File: src/rtl/branch_predictor_bht_if.sv
// Lookup, resolve/redirect and statistics signals of the branch history table.
// master = fetch/execute pipeline side, slave = predictor.
interface branch_predictor_bht_if #(
  parameter int IDX_BITS  = 4,
  parameter int STAT_BITS = 32
);
  logic                 clr_i;
  logic [31:0]          lkp_pc_i;
  logic                 predict_o;
  logic [IDX_BITS-1:0]  pred_idx_o;
  logic                 update_i;
  logic [IDX_BITS-1:0]  upd_idx_i;
  logic                 upd_pred_i;
  logic                 upd_taken_i;
  logic [31:0]          Ttarget_i;
  logic [31:0]          NTtarget_i;
  logic                 mispredict_o;
  logic [31:0]          RealTarget_o;
  logic [STAT_BITS-1:0] br_cnt_o;
  logic [STAT_BITS-1:0] miss_cnt_o;

  modport master (
    output clr_i, lkp_pc_i, update_i, upd_idx_i, upd_pred_i, upd_taken_i,
           Ttarget_i, NTtarget_i,
    input  predict_o, pred_idx_o, mispredict_o, RealTarget_o, br_cnt_o, miss_cnt_o
  );

  modport slave (
    input  clr_i, lkp_pc_i, update_i, upd_idx_i, upd_pred_i, upd_taken_i,
           Ttarget_i, NTtarget_i,
    output predict_o, pred_idx_o, mispredict_o, RealTarget_o, br_cnt_o, miss_cnt_o
  );
endinterface

File: src/rtl/branch_predictor_bht.sv
// Branch history table of saturating counters, bimodal (GHR_BITS=0) or gshare.
// Combinational lookup, trained by resolved branches, raises flush + corrected PC
// on a misprediction and keeps saturating branch/miss statistics.
module branch_predictor_bht #(
  parameter int IDX_BITS  = 4,
  parameter int GHR_BITS  = 0,
  parameter int CNT_BITS  = 2,
  parameter int INIT_CNT  = 3,
  parameter int STAT_BITS = 32
) (
  input logic clk_i,
  input logic rst_i,
  branch_predictor_bht_if.slave bus
);

  localparam int unsigned ENTRIES = 1 << IDX_BITS;
  localparam logic [CNT_BITS-1:0] CNT_INIT = CNT_BITS'(INIT_CNT);
  localparam logic [CNT_BITS-1:0] CNT_MAX  = '1;

  logic [CNT_BITS-1:0]  tbl [ENTRIES];
  logic [IDX_BITS-1:0]  pc_idx;
  logic [IDX_BITS-1:0]  lkp_idx;
  logic                 mispredict;
  logic [STAT_BITS-1:0] br_cnt;
  logic [STAT_BITS-1:0] miss_cnt;
  logic                 unused_pc_bits;

  assign pc_idx         = bus.lkp_pc_i[IDX_BITS+1:2];
  assign unused_pc_bits = ^{bus.lkp_pc_i[31:IDX_BITS+2], bus.lkp_pc_i[1:0]};

  generate
    if (GHR_BITS == 0) begin : g_bimodal
      assign lkp_idx = pc_idx;
    end else begin : g_gshare
      logic [GHR_BITS-1:0] ghr;
      logic [GHR_BITS-1:0] ghr_next;

      if (GHR_BITS == 1) begin : g_ghr1
        assign ghr_next = bus.upd_taken_i;
      end else begin : g_ghrn
        assign ghr_next = {ghr[GHR_BITS-2:0], bus.upd_taken_i};
      end

      // Committed global history: shifts in each resolved outcome
      always_ff @(posedge clk_i or negedge rst_i) begin
        if (!rst_i)           ghr <= '0;
        else if (bus.clr_i)   ghr <= '0;
        else if (bus.update_i) ghr <= ghr_next;
      end

      assign lkp_idx = pc_idx ^ IDX_BITS'(ghr);
    end
  endgenerate

  // Pattern table training: saturating up on taken, down on not taken
  always_ff @(posedge clk_i or negedge rst_i) begin
    if (!rst_i) begin
      for (int unsigned i = 0; i < ENTRIES; i++) tbl[i] <= CNT_INIT;
    end else if (bus.clr_i) begin
      for (int unsigned i = 0; i < ENTRIES; i++) tbl[i] <= CNT_INIT;
    end else if (bus.update_i) begin
      if (bus.upd_taken_i) begin
        if (tbl[bus.upd_idx_i] != CNT_MAX) tbl[bus.upd_idx_i] <= tbl[bus.upd_idx_i] + 1'b1;
      end else begin
        if (tbl[bus.upd_idx_i] != '0) tbl[bus.upd_idx_i] <= tbl[bus.upd_idx_i] - 1'b1;
      end
    end
  end

  assign mispredict = bus.update_i & (bus.upd_pred_i != bus.upd_taken_i);

  // Statistics: saturate at all-ones instead of wrapping
  always_ff @(posedge clk_i or negedge rst_i) begin
    if (!rst_i) begin
      br_cnt   <= '0;
      miss_cnt <= '0;
    end else if (bus.clr_i) begin
      br_cnt   <= '0;
      miss_cnt <= '0;
    end else if (bus.update_i) begin
      if (br_cnt != '1) br_cnt <= br_cnt + 1'b1;
      if (mispredict && (miss_cnt != '1)) miss_cnt <= miss_cnt + 1'b1;
    end
  end

  assign bus.pred_idx_o   = lkp_idx;
  assign bus.predict_o    = tbl[lkp_idx][CNT_BITS-1];
  assign bus.mispredict_o = mispredict;
  assign bus.RealTarget_o = bus.upd_taken_i ? bus.Ttarget_i : bus.NTtarget_i;
  assign bus.br_cnt_o     = br_cnt;
  assign bus.miss_cnt_o   = miss_cnt;

endmodule

File: src/flat_wrapper.sv
// flat-port wrapper written by rule: the top's interface ports become plain ports
module branch_predictor_bht_flat 
#(
  parameter int IDX_BITS  = 4,
  parameter int GHR_BITS  = 0,
  parameter int CNT_BITS  = 2,
  parameter int INIT_CNT  = 3,
  parameter int STAT_BITS = 32
)
  (clk_i, rst_i, bus_clr_i, bus_lkp_pc_i, bus_update_i, bus_upd_idx_i, bus_upd_pred_i, bus_upd_taken_i, bus_Ttarget_i, bus_NTtarget_i, bus_predict_o, bus_pred_idx_o, bus_mispredict_o, bus_RealTarget_o, bus_br_cnt_o, bus_miss_cnt_o);
  branch_predictor_bht_if #(.IDX_BITS(IDX_BITS), .STAT_BITS(STAT_BITS)) bus_i ();
  input logic clk_i;
  input logic rst_i;
  input wire logic [$bits(bus_i.clr_i)-1:0] bus_clr_i;
  input wire logic [$bits(bus_i.lkp_pc_i)-1:0] bus_lkp_pc_i;
  input wire logic [$bits(bus_i.update_i)-1:0] bus_update_i;
  input wire logic [$bits(bus_i.upd_idx_i)-1:0] bus_upd_idx_i;
  input wire logic [$bits(bus_i.upd_pred_i)-1:0] bus_upd_pred_i;
  input wire logic [$bits(bus_i.upd_taken_i)-1:0] bus_upd_taken_i;
  input wire logic [$bits(bus_i.Ttarget_i)-1:0] bus_Ttarget_i;
  input wire logic [$bits(bus_i.NTtarget_i)-1:0] bus_NTtarget_i;
  output wire logic [$bits(bus_i.predict_o)-1:0] bus_predict_o;
  output wire logic [$bits(bus_i.pred_idx_o)-1:0] bus_pred_idx_o;
  output wire logic [$bits(bus_i.mispredict_o)-1:0] bus_mispredict_o;
  output wire logic [$bits(bus_i.RealTarget_o)-1:0] bus_RealTarget_o;
  output wire logic [$bits(bus_i.br_cnt_o)-1:0] bus_br_cnt_o;
  output wire logic [$bits(bus_i.miss_cnt_o)-1:0] bus_miss_cnt_o;
  assign bus_i.clr_i = bus_clr_i;
  assign bus_i.lkp_pc_i = bus_lkp_pc_i;
  assign bus_i.update_i = bus_update_i;
  assign bus_i.upd_idx_i = bus_upd_idx_i;
  assign bus_i.upd_pred_i = bus_upd_pred_i;
  assign bus_i.upd_taken_i = bus_upd_taken_i;
  assign bus_i.Ttarget_i = bus_Ttarget_i;
  assign bus_i.NTtarget_i = bus_NTtarget_i;
  assign bus_predict_o = bus_i.predict_o;
  assign bus_pred_idx_o = bus_i.pred_idx_o;
  assign bus_mispredict_o = bus_i.mispredict_o;
  assign bus_RealTarget_o = bus_i.RealTarget_o;
  assign bus_br_cnt_o = bus_i.br_cnt_o;
  assign bus_miss_cnt_o = bus_i.miss_cnt_o;
  branch_predictor_bht #(.IDX_BITS(IDX_BITS), .GHR_BITS(GHR_BITS), .CNT_BITS(CNT_BITS), .INIT_CNT(INIT_CNT), .STAT_BITS(STAT_BITS)) u_core (.clk_i(clk_i), .rst_i(rst_i), .bus(bus_i));
endmodule
File: config.mk
export PLATFORM = sky130hd
export DESIGN_NAME = branch_predictor_bht_flat
export DESIGN_NICKNAME = d
export VERILOG_FILES = /design/src/rtl/branch_predictor_bht_if.sv /design/src/rtl/branch_predictor_bht.sv /design/src/flat_wrapper.sv
export SDC_FILE = /design/constraint.sdc
export NUM_CORES = 1
export LEC_CHECK = 0
export CORE_AREA = 2 2 135 137
export CTS_CLUSTER_DIAMETER = 30
export DETAILED_ROUTE_END_ITERATION = 10
export DIE_AREA = 0 0 137 139
export HOLD_SLACK_MARGIN = 0.02
export PLACE_DENSITY = 0.72
export SKIP_LAST_GASP = 1
export SYNTH_ARGS = -nofsm -noshare
export SYNTH_HDL_FRONTEND = slang
export SYNTH_SLANG_ARGS = --single-unit
File: constraint.sdc
create_clock -name clk_i -period 3.8 [get_ports clk_i]
set_input_delay 0.57 -clock clk_i [delete_from_list [all_inputs] [get_ports clk_i]]
set_output_delay 0.57 -clock clk_i [all_outputs]
set_load 0.01 [all_outputs]
==> impl_summary.log <==
INFO  metric run_status = finished clean
INFO  metric synth-edff-count = 0
INFO  metric die_width = 137 um
INFO  metric post_drt_via_cell_ratio = 5.54
INFO  metric placement.setup.worst_slack = 0.00971 ns
INFO  metric ant_nets = 0
INFO  metric synth_flop_cell = sky130_fd_sc_hd__dfrtp_1
INFO  metric hpwl = 12,800 um
INFO  metric grtUsageTotal = 0.180
INFO  metric unrepaired_setup_endpoints_after_global_routing = false
INFO  metric floorplan.die_area = 0.0190 mm2
INFO  metric synth_area_leader_cell = sky130_fd_sc_hd__dfrtp_1
INFO  metric antenna_violations_before_repair = 0
INFO  metric combPwrFrac = 0.197
INFO  metric worst_slack = 0.345 ns
INFO  metric synth.lib_cells_used.distinct = 51
INFO  metric synth.most_common_cell = sky130_fd_sc_hd__dfrtp_1
INFO  metric nets_in_the_synthesized_netlist = 743
INFO  metric power.density_cell_area = 319 mW/mm2
INFO  metric clk_pin_slew = 0.07 ns
INFO  metric routedWlPerCell = 16.8 um
INFO  metric endpoint_kind = flop
INFO  metric internal-power = 2.02 mW
INFO  metric global_route.overflow_total = 0
INFO  metric num_io_pins = 208
INFO  metric post_synth_main_area_contributors = sky130_fd_sc_hd__dfrtp_1, sky130_fd_sc_hd__dfstp_2, sky130_fd_sc_hd__mux2_2
INFO  metric clkPwrFrac = 0.366
INFO  metric static-leakage-power = 3.09 nW
INFO  metric grt_pass1_vias = 5,455
INFO  metric placer_congestion_estimate = 0.835
INFO  metric cell_count_after_synthesis = 633
INFO  metric synth.top_cell.area_share = 0.266
INFO  metric final.setup_skew = 0.0128 ns
INFO  metric critical_path.max_stage_delay = 0.55 ns
INFO  metric post_route_cells_drive_above_1_share = 0.183
INFO  metric starting_density_of_the_core = 0.340
INFO  metric final-hold-violation-count = 0
INFO  metric ys_top_cells_by_count = sky130_fd_sc_hd__dfrtp_1, sky130_fd_sc_hd__a21oi_1, sky130_fd_sc_hd__mux2_2, sky130_fd_sc_hd__nand2_1, sky130_fd_sc_hd__nor2_1
INFO  metric syn2layout_area_growth = 40.9%
INFO  metric asr_flop_ratio_synth = 1.00
INFO  metric fmaxAchievable = 289 MHz
INFO  metric yosysSeqAreaShare = 0.406
INFO  metric drv_slew = 0
INFO  metric firstDrtPassIters = 5
INFO  metric cts_root_buf = sky130_fd_sc_hd__clkbuf_16
INFO  metric die_y = 139 um
INFO  metric cap_viol_max_count = 0
INFO  metric finalCritPeriodShare = 0.909
INFO  metric drc = 0
INFO  metric clock_path_buffers = 2
INFO  metric netlist_area = 0.00601 mm2
INFO  metric period_minus_slack = 3.45 ns
INFO  metric worst_pin_slew = 0.777 ns
INFO  metric netSwitchingPower = 680 uW
INFO  metric sw_frac_of_total = 0.251
INFO  metric grt_start_max_net_pins = 57
INFO  metric crit_chain = clkdlybuf4s50_1 -> buf_12 -> mux4_2 -> mux4_2 -> ha_1 -> mux2i_1 -> nand2_1 -> nand2_1 -> o21ai_0 -> mux2_2
INFO  metric htree_num_levels = 3
INFO  metric fillCellCount = 1,668
INFO  metric cts_setup_buffers = 0
INFO  metric synth.ff_latch_count = 96
INFO  metric slew-limit-headroom = 0.478
INFO  metric seqPwrFrac = 0.437
INFO  metric worst-path-max-fanout = 16
INFO  metric route.vias.total = 5,789
INFO  metric nets = 921
INFO  metric post_cts_hold_buffer_count = 0
INFO  metric cts-resized-gates = 0
INFO  metric totalNegativeSetupSlack = 0 ns
INFO  metric clock_sink_count = 96
INFO  metric port_buffers = 179
INFO  metric placement_rows = 49
INFO  metric grt_first_pass_wirelength = 27,700 um
INFO  metric antenna-diode-count = 0
INFO  metric hold-worst-slack = 0.306 ns
INFO  metric synth_area_per_cell = 9.50 um2
INFO  metric routed_wl = 17,500 um
INFO  metric synthesis.yosys.warnings = 0
INFO  metric finalSetupViolations = 0
INFO  metric fin_total_pwr = 2.70 mW
INFO  metric tritoncts.num_buffers = 9
INFO  metric worstSetupStartpointType = primary input
INFO  metric min_path_type = in -> async
INFO  metric critical_path_type = in -> reg
INFO  metric critical_path_arrival = 3.73 ns
INFO  metric core-area = 0.0177 mm2
INFO  metric tritoncts = yes
INFO  metric worst-endpoint-required = 4.07 ns
INFO  metric peakVddDrop = 0.000207 V
INFO  metric cpMaxStageDelayCell = sky130_fd_sc_hd__mux4_2
INFO  metric drt_first_iter_violations = 403
INFO  metric clock_latency = 0.35 ns
logic make-up after synthesis:
| logic type | share of synthesized area |
|---|---|
| DFF | 0.406 |
| buffers and inverters | 0.0368 |
| and+or+nand+nor | 0.240 |
| xor gates and xnor gates | 0.00437 |
| adders and majority gates | 0.00833 |
| AOI/OAI and AO/OA | 0.152 |
| muxes | 0.152 |
path summary, 6_finish.rpt:
check	from	endpoint	slack, ns	cells past startpoint
min in group clk_i	u_core.tbl[4]	u_core.tbl[4]	0.46	2
worst max register to register	u_core.tbl[8]	u_core.tbl[17]	0.96	8
worst max-delay path	bus_upd_idx_i[0]	u_core.tbl[17]	0.35	10
max in group asynchronous	rst_i	u_core.tbl[22]	2.78	2
worst min-delay path	rst_i	u_core.bus.miss_cnt_o[29]	0.31	1
worst min register to register	u_core.tbl[4]	u_core.tbl[4]	0.46	2
registers in the layout, summed over array words and instances, names as in the netlist:
register and cells:
u_core.bus.br_cnt_o 32, u_core.bus.miss_cnt_o 32, u_core.tbl 32
metal layers:
layer | global-route usage | share of wire | vias up
li1 | - | - | 2761
met1 | 0.233 | 0.43 | 2819
met2 | 0.308 | 0.49 | 192
met3 | 0.0303 | 0.066 | 17
met4 | 0.0472 | 0.012 | 0
met5 | 0 | 0 | -
cell usage in the layout (no fill, tap or decap), types with 3 or more instances in the layout:
master,n
sky130_fd_sc_hd__a31oi_1,11
sky130_fd_sc_hd__o21ai_0,31
sky130_fd_sc_hd__or3_1,24
sky130_fd_sc_hd__or4_1,21
sky130_fd_sc_hd__nor2b_1,13
sky130_fd_sc_hd__o21a_1,4
sky130_fd_sc_hd__nand3_1,23
sky130_fd_sc_hd__o41ai_1,6
sky130_fd_sc_hd__nor2_1,46
sky130_fd_sc_hd__mux2_2,50
sky130_fd_sc_hd__o31a_1,3
sky130_fd_sc_hd__dfrtp_1,64
sky130_fd_sc_hd__buf_4,23
sky130_fd_sc_hd__clkbuf_16,9
sky130_fd_sc_hd__nor3_1,13
sky130_fd_sc_hd__dfstp_2,32
sky130_fd_sc_hd__clkdlybuf4s50_1,176
sky130_fd_sc_hd__nand4_1,16
sky130_fd_sc_hd__a32oi_1,3
sky130_fd_sc_hd__buf_12,3
sky130_fd_sc_hd__inv_1,14
sky130_fd_sc_hd__mux4_2,15
sky130_fd_sc_hd__ha_1,4
sky130_fd_sc_hd__and3_1,10
sky130_fd_sc_hd__a21oi_1,60
sky130_fd_sc_hd__a41oi_1,4
sky130_fd_sc_hd__nor4_1,13
sky130_fd_sc_hd__nand2_1,50
sky130_fd_sc_hd__and2_1,4
sky130_fd_sc_hd__o31ai_1,23
sky130_fd_sc_hd__and4_1,5
sky130_fd_sc_hd__nand2b_1,6
metrics by stage:
stage | cells | instance area [um2] | utilization
after floorplan | 633 | 6010 | -
after global placement | 1029 | 8140 | 0.461
after detailed placement | 1029 | 8140 | 0.461
after CTS | 1045 | 8470 | 0.480
after global routing | 1045 | 8470 | 0.480
final | 1045 | 8470 | 0.480
worst max-delay path: cells and delay by family:
family / cells / cell delay, ns
buffers and inverters: 2 / 0.70
and+or+nand+nor: 2 / 0.49
muxes: 4 / 1.53
AOI/OAI and AO/OA: 1 / 0.22
adders and majority gates: 1 / 0.21
power by group through the flow:
stage,registers (mW),logic [mW],clock network (mW)
2_1_floorplan,1.18,0.279,0
3_3_place_gp,1.19,0.527,0
3_5_place_dp,1.20,0.537,0
4_1_cts,1.18,0.538,1.01
5_1_grt,1.19,0.582,1.06
6_report,1.18,0.532,0.990
area by class of cell:
class | instances | area [um2] | area share
Multi-Input combinational cell | 485 | 3350 | 0.396
Sequential cell | 96 | 2440 | 0.288
Timing Repair Buffer | 204 | 2000 | 0.237
Tap cell | 229 | 287 | 0.0338
Clock buffer | 11 | 243 | 0.0287
Clock inverter | 5 | 81.3 | 0.00961
Inverter | 15 | 56.3 | 0.00665
(Power assumes the default switching activity.)
